<file path="src/rtl/pe_operand_feeder.sv">
// pe_operand_feeder
// Operand feeder for serial_pe. Accepts dot-product instructions (N lines each),
// reads 512-bit neuron/weight lines from a one-cycle-latency line memory and
// streams them out one 16-bit element per cycle, most significant element first.
// A follow-on instruction accepted during the prefetch slot of the last line is
// streamed with no bubble.
//
// Ports:
//   clk, rst_n                  clock, asynchronous active-low reset
//   inst_vld, inst, inst_rdy    instruction handshake (inst = line count N)
//   mem_rd_en, mem_rd_addr      line read strobe and address
//   mem_neuron_line/weight_line read data, valid the cycle after mem_rd_en
//   pe_neuron, pe_weight        element operands to serial_pe
//   pe_ctl                      [0] first element, [1] last element of instruction
//   pe_vld                      element valid
//   busy                        block is not idle
module pe_operand_feeder #(
  parameter int DATA_W = 16,
  parameter int ELEMS  = 32,
  parameter int ADDR_W = 11
) (
  input  logic                     clk,
  input  logic                     rst_n,
  input  logic                     inst_vld,
  input  logic [7:0]               inst,
  output logic                     inst_rdy,
  output logic                     mem_rd_en,
  output logic [ADDR_W-1:0]        mem_rd_addr,
  input  logic [DATA_W*ELEMS-1:0]  mem_neuron_line,
  input  logic [DATA_W*ELEMS-1:0]  mem_weight_line,
  output logic [DATA_W-1:0]        pe_neuron,
  output logic [DATA_W-1:0]        pe_weight,
  output logic [1:0]               pe_ctl,
  output logic                     pe_vld,
  output logic                     busy
);

  localparam int LINE_W = DATA_W * ELEMS;
  localparam int IDX_W  = $clog2(ELEMS);
  // Slot where the next line is prefetched so its data lands exactly at the last slot.
  localparam logic [IDX_W-1:0] PRE_IDX  = IDX_W'(ELEMS - 2);
  localparam logic [IDX_W-1:0] LAST_IDX = IDX_W'(ELEMS - 1);

  typedef enum logic [1:0] {
    IDLE = 2'd0,
    LOAD = 2'd1,
    RUN  = 2'd2
  } state_t;

  state_t              state_r;
  state_t              state_nx_s;
  logic [IDX_W-1:0]    idx_r;
  logic [7:0]          line_cnt_r;
  logic [ADDR_W-1:0]   line_addr_r;
  logic [LINE_W-1:0]   cur_neuron_r;
  logic [LINE_W-1:0]   cur_weight_r;
  logic                first_r;     // current line is the first line of its instruction
  logic                rd_pend_r;   // a read was issued in the prefetch slot
  logic                new_inst_r;  // that read belongs to a newly accepted instruction
  logic [7:0]          next_n_r;    // line count of the follow-on instruction
  logic                rd_en_s;
  logic                rdy_s;
  logic                new_ok_s;

  assign new_ok_s    = inst_vld && (inst != 8'd0);
  assign inst_rdy    = rdy_s;
  assign mem_rd_en   = rd_en_s;
  assign mem_rd_addr = line_addr_r;
  assign busy        = (state_r != IDLE);

  // State register
  always_ff @(posedge clk or negedge rst_n) begin
    if (!rst_n) begin
      state_r <= IDLE;
    end else begin
      state_r <= state_nx_s;
    end
  end

  // Next-state, handshake and read-strobe decode
  always_comb begin
    state_nx_s = state_r;
    rdy_s      = 1'b0;
    rd_en_s    = 1'b0;
    case (state_r)
      IDLE: begin
        rdy_s = 1'b1;
        if (new_ok_s) begin
          rd_en_s    = 1'b1;
          state_nx_s = LOAD;
        end else begin
          state_nx_s = IDLE;
        end
      end
      LOAD: begin
        state_nx_s = RUN;
      end
      RUN: begin
        if (idx_r == PRE_IDX) begin
          state_nx_s = RUN;
          if (line_cnt_r > 8'd1) begin
            rd_en_s = 1'b1;
          end else begin
            // Last line of the instruction: open the window for a follow-on.
            rdy_s   = 1'b1;
            rd_en_s = new_ok_s;
          end
        end else if (idx_r == LAST_IDX) begin
          if (rd_pend_r) begin
            state_nx_s = RUN;
          end else begin
            state_nx_s = IDLE;
          end
        end else begin
          state_nx_s = RUN;
        end
      end
      default: begin
        state_nx_s = IDLE;
      end
    endcase
  end

  // Free-running line address, advanced once per issued read
  always_ff @(posedge clk or negedge rst_n) begin
    if (!rst_n) begin
      line_addr_r <= '0;
    end else if (rd_en_s) begin
      line_addr_r <= line_addr_r + ADDR_W'(1);
    end else begin
      line_addr_r <= line_addr_r;
    end
  end

  // Line buffers, element index, line counter and follow-on bookkeeping
  always_ff @(posedge clk or negedge rst_n) begin
    if (!rst_n) begin
      idx_r        <= '0;
      line_cnt_r   <= 8'd0;
      cur_neuron_r <= '0;
      cur_weight_r <= '0;
      first_r      <= 1'b0;
      rd_pend_r    <= 1'b0;
      new_inst_r   <= 1'b0;
      next_n_r     <= 8'd0;
    end else begin
      case (state_r)
        IDLE: begin
          if (new_ok_s) begin
            line_cnt_r <= inst;
            first_r    <= 1'b1;
          end
        end
        LOAD: begin
          cur_neuron_r <= mem_neuron_line;
          cur_weight_r <= mem_weight_line;
          idx_r        <= '0;
        end
        RUN: begin
          idx_r <= idx_r + IDX_W'(1);
          if (idx_r == PRE_IDX) begin
            rd_pend_r  <= rd_en_s;
            new_inst_r <= (line_cnt_r == 8'd1) && new_ok_s;
            next_n_r   <= inst;
          end else if (idx_r == LAST_IDX) begin
            rd_pend_r  <= 1'b0;
            new_inst_r <= 1'b0;
            if (rd_pend_r) begin
              cur_neuron_r <= mem_neuron_line;
              cur_weight_r <= mem_weight_line;
              first_r      <= new_inst_r;
              line_cnt_r   <= new_inst_r ? next_n_r : (line_cnt_r - 8'd1);
            end else begin
              first_r    <= 1'b0;
              line_cnt_r <= 8'd0;
            end
          end
        end
        default: begin
          idx_r <= '0;
        end
      endcase
    end
  end

  // Element select and stream markers; outputs are quiet outside RUN
  always_comb begin
    pe_vld    = 1'b0;
    pe_ctl    = 2'b00;
    pe_neuron = '0;
    pe_weight = '0;
    if (state_r == RUN) begin
      pe_vld    = 1'b1;
      pe_neuron = cur_neuron_r[DATA_W*(ELEMS-1-int'(idx_r)) +: DATA_W];
      pe_weight = cur_weight_r[DATA_W*(ELEMS-1-int'(idx_r)) +: DATA_W];
      pe_ctl[0] = first_r && (idx_r == '0);
      pe_ctl[1] = (line_cnt_r == 8'd1) && (idx_r == LAST_IDX);
    end else begin
      pe_vld = 1'b0;
    end
  end

endmodule

</file>
<file path="config.mk">
export PLATFORM = sky130hd
export DESIGN_NAME = pe_operand_feeder
export DESIGN_NICKNAME = d
export VERILOG_FILES = /design/src/rtl/pe_operand_feeder.sv
export SDC_FILE = /design/constraint.sdc
export NUM_CORES = 2
export LEC_CHECK = 0
export ABC_AREA = 0
export BUFFER_PORTS_ARGS = -buffer_cell sky130_fd_sc_hd__buf_2
export CAP_MARGIN = 20
export CORE_AREA = 8 8 422 424
export DETAILED_ROUTE_END_ITERATION = 10
export DIE_AREA = 0 0 430 432
export SYNTH_ARGS = -nofsm -noshare
export SYNTH_HDL_FRONTEND = slang
export SYNTH_SLANG_ARGS = --single-unit
</file>
<file path="constraint.sdc">
create_clock -name clk -period 4.76 [get_ports clk]
set_input_delay 0.952 -clock clk [delete_from_list [all_inputs] [get_ports clk]]
set_output_delay 0.952 -clock clk [all_outputs]
set_load 0.01 [all_outputs]
</file>
## Word level (Yosys, flattened, before mapping)

Index checks and enable logic that the tools add are counted.
W data, S select, Z words.

- Mux-type cells: 39
- Equality and inequality tests: 9
- Shift operators: 2
- Reduce and logical (&&, ||, !) cells: 15
- Add/subtract/negate cells: 4
- $lt $le $gt $ge: 1

Operators with widths:

| cell | count |
|---|---|
| $mux W512 | 6 |
| $pmux W512 S2 | 2 |
| $shiftx A512 B10 Y16 | 2 |
| $mux W8 | 5 |
| $mux W16 | 2 |
| $pmux W8 S2 | 1 |
| $mux W1 | 14 |
| $add A11 B1 Y11 const B | 1 |
| $eq A5 B5 Y1 const B | 2 |
| $pmux W5 S2 | 1 |
| $eq A8 B1 Y1 const B | 1 |
| $gt A8 B1 Y1 const B | 1 |
| $mux W2 | 4 |
| $ne A2 B2 Y1 const B | 4 |
| $reduce_and A4 Y1 | 2 |
| $reduce_bool A2 Y1 | 4 |
| $reduce_bool A8 Y1 | 1 |
| $sub A8 B1 Y8 const B | 1 |
| $pmux W1 S2 | 3 |
| $pmux W2 S3 | 1 |
| $sub A5 B5 Y6 const A | 1 |
| $add A5 B1 Y5 const B | 1 |
| $logic_not A5 Y1 | 1 |
| $logic_and A1 B1 Y1 | 4 |
| 4 further kinds | 5 |

- Register bits: 1061

## Depth between registers and ports, before layout

- Depth in word-level cells: 6
- Depth in mapped cells: 13

## Worst setup path after synthesis

OpenSTA, ideal clock, no wires.

- Path kind: register to output
- From: register idx_r[0]
- To: output mem_rd_en
- Data required time: 3808 ps
- Path slack: 1326 ps
- Data arrival time: 2482 ps
- Cell stages (with the launch flop): 12
- Cell sequence: dfrtp_1 buf_2 buf_2 buf_2 buf_1 inv_1 ha_1 nand4_1 or2_2 buf_2 a32oi_1 buf_2

- Word-level cells in the longest chain between the ends: 3

RTL lines:

| what | line | RTL |
|---|---|---|
| from (decl) | 52 | `logic [IDX_W-1:0] idx_r;` |
| from (signal assigned) | 160 | `idx_r <= idx_r + IDX_W'(1);` |
| $eq A5 B5 Y1 | 99 | `if (idx_r == PRE_IDX) begin` |
| $mux W1 | 99 |  |
| $pmux W1 S2 | 85 | `case (state_r)` |
| to (decl) | 27 | `output logic mem_rd_en,` |

No other way between the ends.

## Worst setup path after layout

- From: register idx_r[0]
- To: output pe_neuron[4]

- Word-level cells in the longest chain between the ends: 3

RTL lines:

| what | line | RTL |
|---|---|---|
| $sub A5 B5 Y6 | 194 | `pe_neuron = cur_neuron_r[DATA_W*(ELEMS-1-int'(idx_r)) +: DATA_W];` |
| $shiftx A512 B10 Y16 | 194 |  |
| $mux W16 | 192 | `if (state_r == RUN) begin` |
| to (decl) | 31 | `output logic [DATA_W-1:0] pe_neuron,` |

No other way between the ends.

==> reports/metrics.csv <==
stage,metric,value,unit
setup_path,rrSetupSlack,1.11,ns
finish,stdcell_count,6658,
clock_network,clockBufferDepth,3,
synthesis,synth_area,0.0481,sq mm
floorplanning,core_area,0.171,sq mm
floorplanning,die_w,430,um
clock_network,clock-sinks,1061,
synthesis,synthesis.nets,4172,
timing,maxSlewHeadroom,29.2,%
clock_network,clkTransAtPathRegs,0.06,ns
floorplanning,dieHeight,432,um
pwr,powerDensity,702,mW/mm^2
synthesis,synth.area.top_cells,"dfrtp_1 (55%), mux2_2 (17%), mux4_2 (9.0%)",
setup_path,timing.rr.start,state_r[0]$_DFF_PN0_,
synthesis,synth.largest_area_cell,dfrtp_1,
clock_network,cts-root-buf,clkbuf_16,
timing,grt_setup_unrepaired,no,
synthesis,yosysTopAreaCellShare,55.2,%
timing,setup_viol,0,
placement,place.gp.congestion,0.867,
global_routing,grt_pass1_vias,35588,
synthesis,ys_seq_area_share,55.2,%
floorplanning,initial_core_util,28.1,%
detailed_routing,firstDrtPassIters,5,
timing,final_hold_viol_count,0,
synthesis,ys_types,48,
placement,dp_hpwl,157000,um
detailed_routing,wl_per_cell,29.9,um
timing,fin_crit,4.61,ns
synthesis,yosysMostFrequentCell,dfrtp_1,
setup_path,critPathRequiredTime,3.81,ns
timing,slew_violations,0,
synthesis,ys_top_cells_by_count,"dfrtp_1 (1061), mux2_2 (728), mux2_1 (314)",
setup_path,start_kind,register,
timing,max_freq,0.217,GHz
detailed_routing,vias,32962,
finish,multiInputGateArea,0.0203,sq mm
detailed_routing,drt_iter0_drc,2457,
global_routing,antenna_found_initial,150,
clock_network,htree_levels,3,
finish,nNetsFinal,5289,
clock_network,cts_made_buffers,118,
run_status,status,"finished, final reports clean",
setup_path,reg2reg_depth,7,
job,drv_cap,0,
clock_network,postCtsHoldBufs,0,
finish,final_util,35.6,%
clock_network,cts_tree,built,
synthesis,ys.flop_type,dfrtp_1,
floorplanning,rows,152,
timing,tns,0,ns
floorplanning,dieArea,0.186,sq mm
pwr,power,42700,uW
global_routing,grtUsageTotal,20.7,%
synthesis,netlist_instances,3130,
pwr,p_leak,0.0264,uW
finish,area_growth,26.7,%
clock_network,insertion_delay,0.77,ns
finish,fillers,16632,
detailed_routing,ant_nets,0,
setup_path,critical_path.endpoint_type,primary output,
global_routing,grt_max_degree,116,
synthesis,synth_edf_count,0,
detailed_routing,drt-vias-per-instance,4.95,
timing,worst_pin_slew,1.06,ns
placement,dp_cells,6352,
floorplanning,io_pins,1084,
synthesis,postSynthAreaPerCell,15.4,sq um
synthesis,ys_ff_latch,1061,
detailed_routing,wl,199000,um
setup_path,crit_fanout,40,
min_path,hp-class,input pin to asynchronous set/reset pin,
detailed_routing,drc,0,
setup_path,r2r-end,cur_neuron_r[2]$_DFFE_PN0P_,
timing,skew,0.0318,ns
finish,drive_gt1_share,54.8,%
timing,fin_crit_sh,96.9,%
pwr,ir_drop,390,uV
setup_path,crit_arrival,3.66,ns
setup_path,worst-setup-path-type,register to primary output,
synthesis,async_reset_ff_share,100,%
global_routing,grt.overflow.total,0,
finish,regArea,0.0266,sq mm
synthesis,yosys_warnings,0,
placement,io_buffers,1083,
global_routing,grt_pass1_wl,275000,um
layout by cell type (no fill, tap or decap), drive strengths merged, types with 3 or more instances in the layout:
cell type,instances
buf,1227
dfrtp,1061
mux2,1042
mux4,192
clkbuf,170
mux2i,130
a21oi,90
nand2,86
diode,81
nor2,50
a211oi,38
a22oi,37
o221ai,26
a221oi,26
clkinv,26
inv,18
o21ai,16
xnor2,14
nand3,12
bufinv,11
ha,7
o22ai,6
a221o,6
and3,5
clkinvlp,5
and2,5
o211ai,3
nand4,3
nor3,3
xor2,3
a22o,3
a31oi,3
a21o,3
nand2b,3
what timing repair did:
action | CTS | global route
setup buffers | 7 | 0
gates resized for setup | 10 | 6
setup endpoints to repair | 27 | 4
cells by family after synthesis:
| kind of cell | Yosys count | synth area share, % |
|---|---|---|
| muxes | 1364 | 36.1 |
| DFF | 1061 | 55.2 |
| AOI/OAI and AO/OA | 263 | 3.73 |
| buffers and inverters | 243 | 2.89 |
| and+or+nand+nor | 175 | 1.55 |
| xor gates and xnor gates | 17 | 0.310 |
| adders and majority gates | 7 | 0.182 |
final cells by class:
cell class                 instances  share of cell area, %
sequential                      1061                   43.6
inverter                          13                 0.0801
antenna                           81                  0.333
timing repair buffer            1227                   11.3
clock inverter                    47                  0.999
multi-input combinational       1826                   33.3
clock buffer                     170                   5.77
tap                             2233                   4.59
worst max-delay path by stage:
stage                          from            to
3_5_place_dp   idx_r[0]$_DFFE_PN0N_  pe_neuron[0]
2_1_floorplan  idx_r[0]$_DFFE_PN0N_     mem_rd_en
4_1_cts        idx_r[2]$_DFFE_PN0N_  pe_neuron[0]
5_1_grt        idx_r[1]$_DFFE_PN0N_  pe_neuron[4]
3_3_place_gp   idx_r[0]$_DFFE_PN0N_  pe_neuron[5]
6_report       idx_r[0]$_DFFE_PN0N_  pe_neuron[4]
registers in the layout (all words and copies together), names as in the netlist:
name / cells
idx_r: 5
state_r: 2
next_n_r: 8
cur_neuron_r: 512
line_cnt_r: 8
mem_rd_addr: 11
new_inst_r: 1
first_r: 1
cur_weight_r: 512
rd_pend_r: 1
critical path, stage by stage, from the launching register on:
cell      delay, ns
dfrtp_4        0.62
buf_12         0.33
mux4_2         0.63
mux2_2         0.31
a221oi_1       0.59
a211oi_1       0.13
buf_2          0.24
through the flow:
step	area [sq um]	setup WS [ns]	hold WS (ns)
floorplan	48100	1.33	0.437
global placement	56400	0.241	0.456
detailed placement	56400	0.277	0.453
CTS	60600	-0.0758	0.177
global route	60800	0.00325	0.145
finish	60900	0.149	0.137
layer usage:
metal	global-route usage, %	vias up	part of all wire, %
met4	7.62	60	3.9
met3	5.20	379	6.4
li1	-	14047	-
met5	0	-	0.19
met1	26.5	17254	41
met2	34.0	1222	49
power by group:
group	leakage [uW]	switching, uW	internal (uW)
Combinational	0.0120	7850	8510
Sequential	0.0124	3040	13600
Clock	0.00203	3970	5720
Total	0.0264	14900	27900
Note: power is estimated with default switching activity, not from simulation.
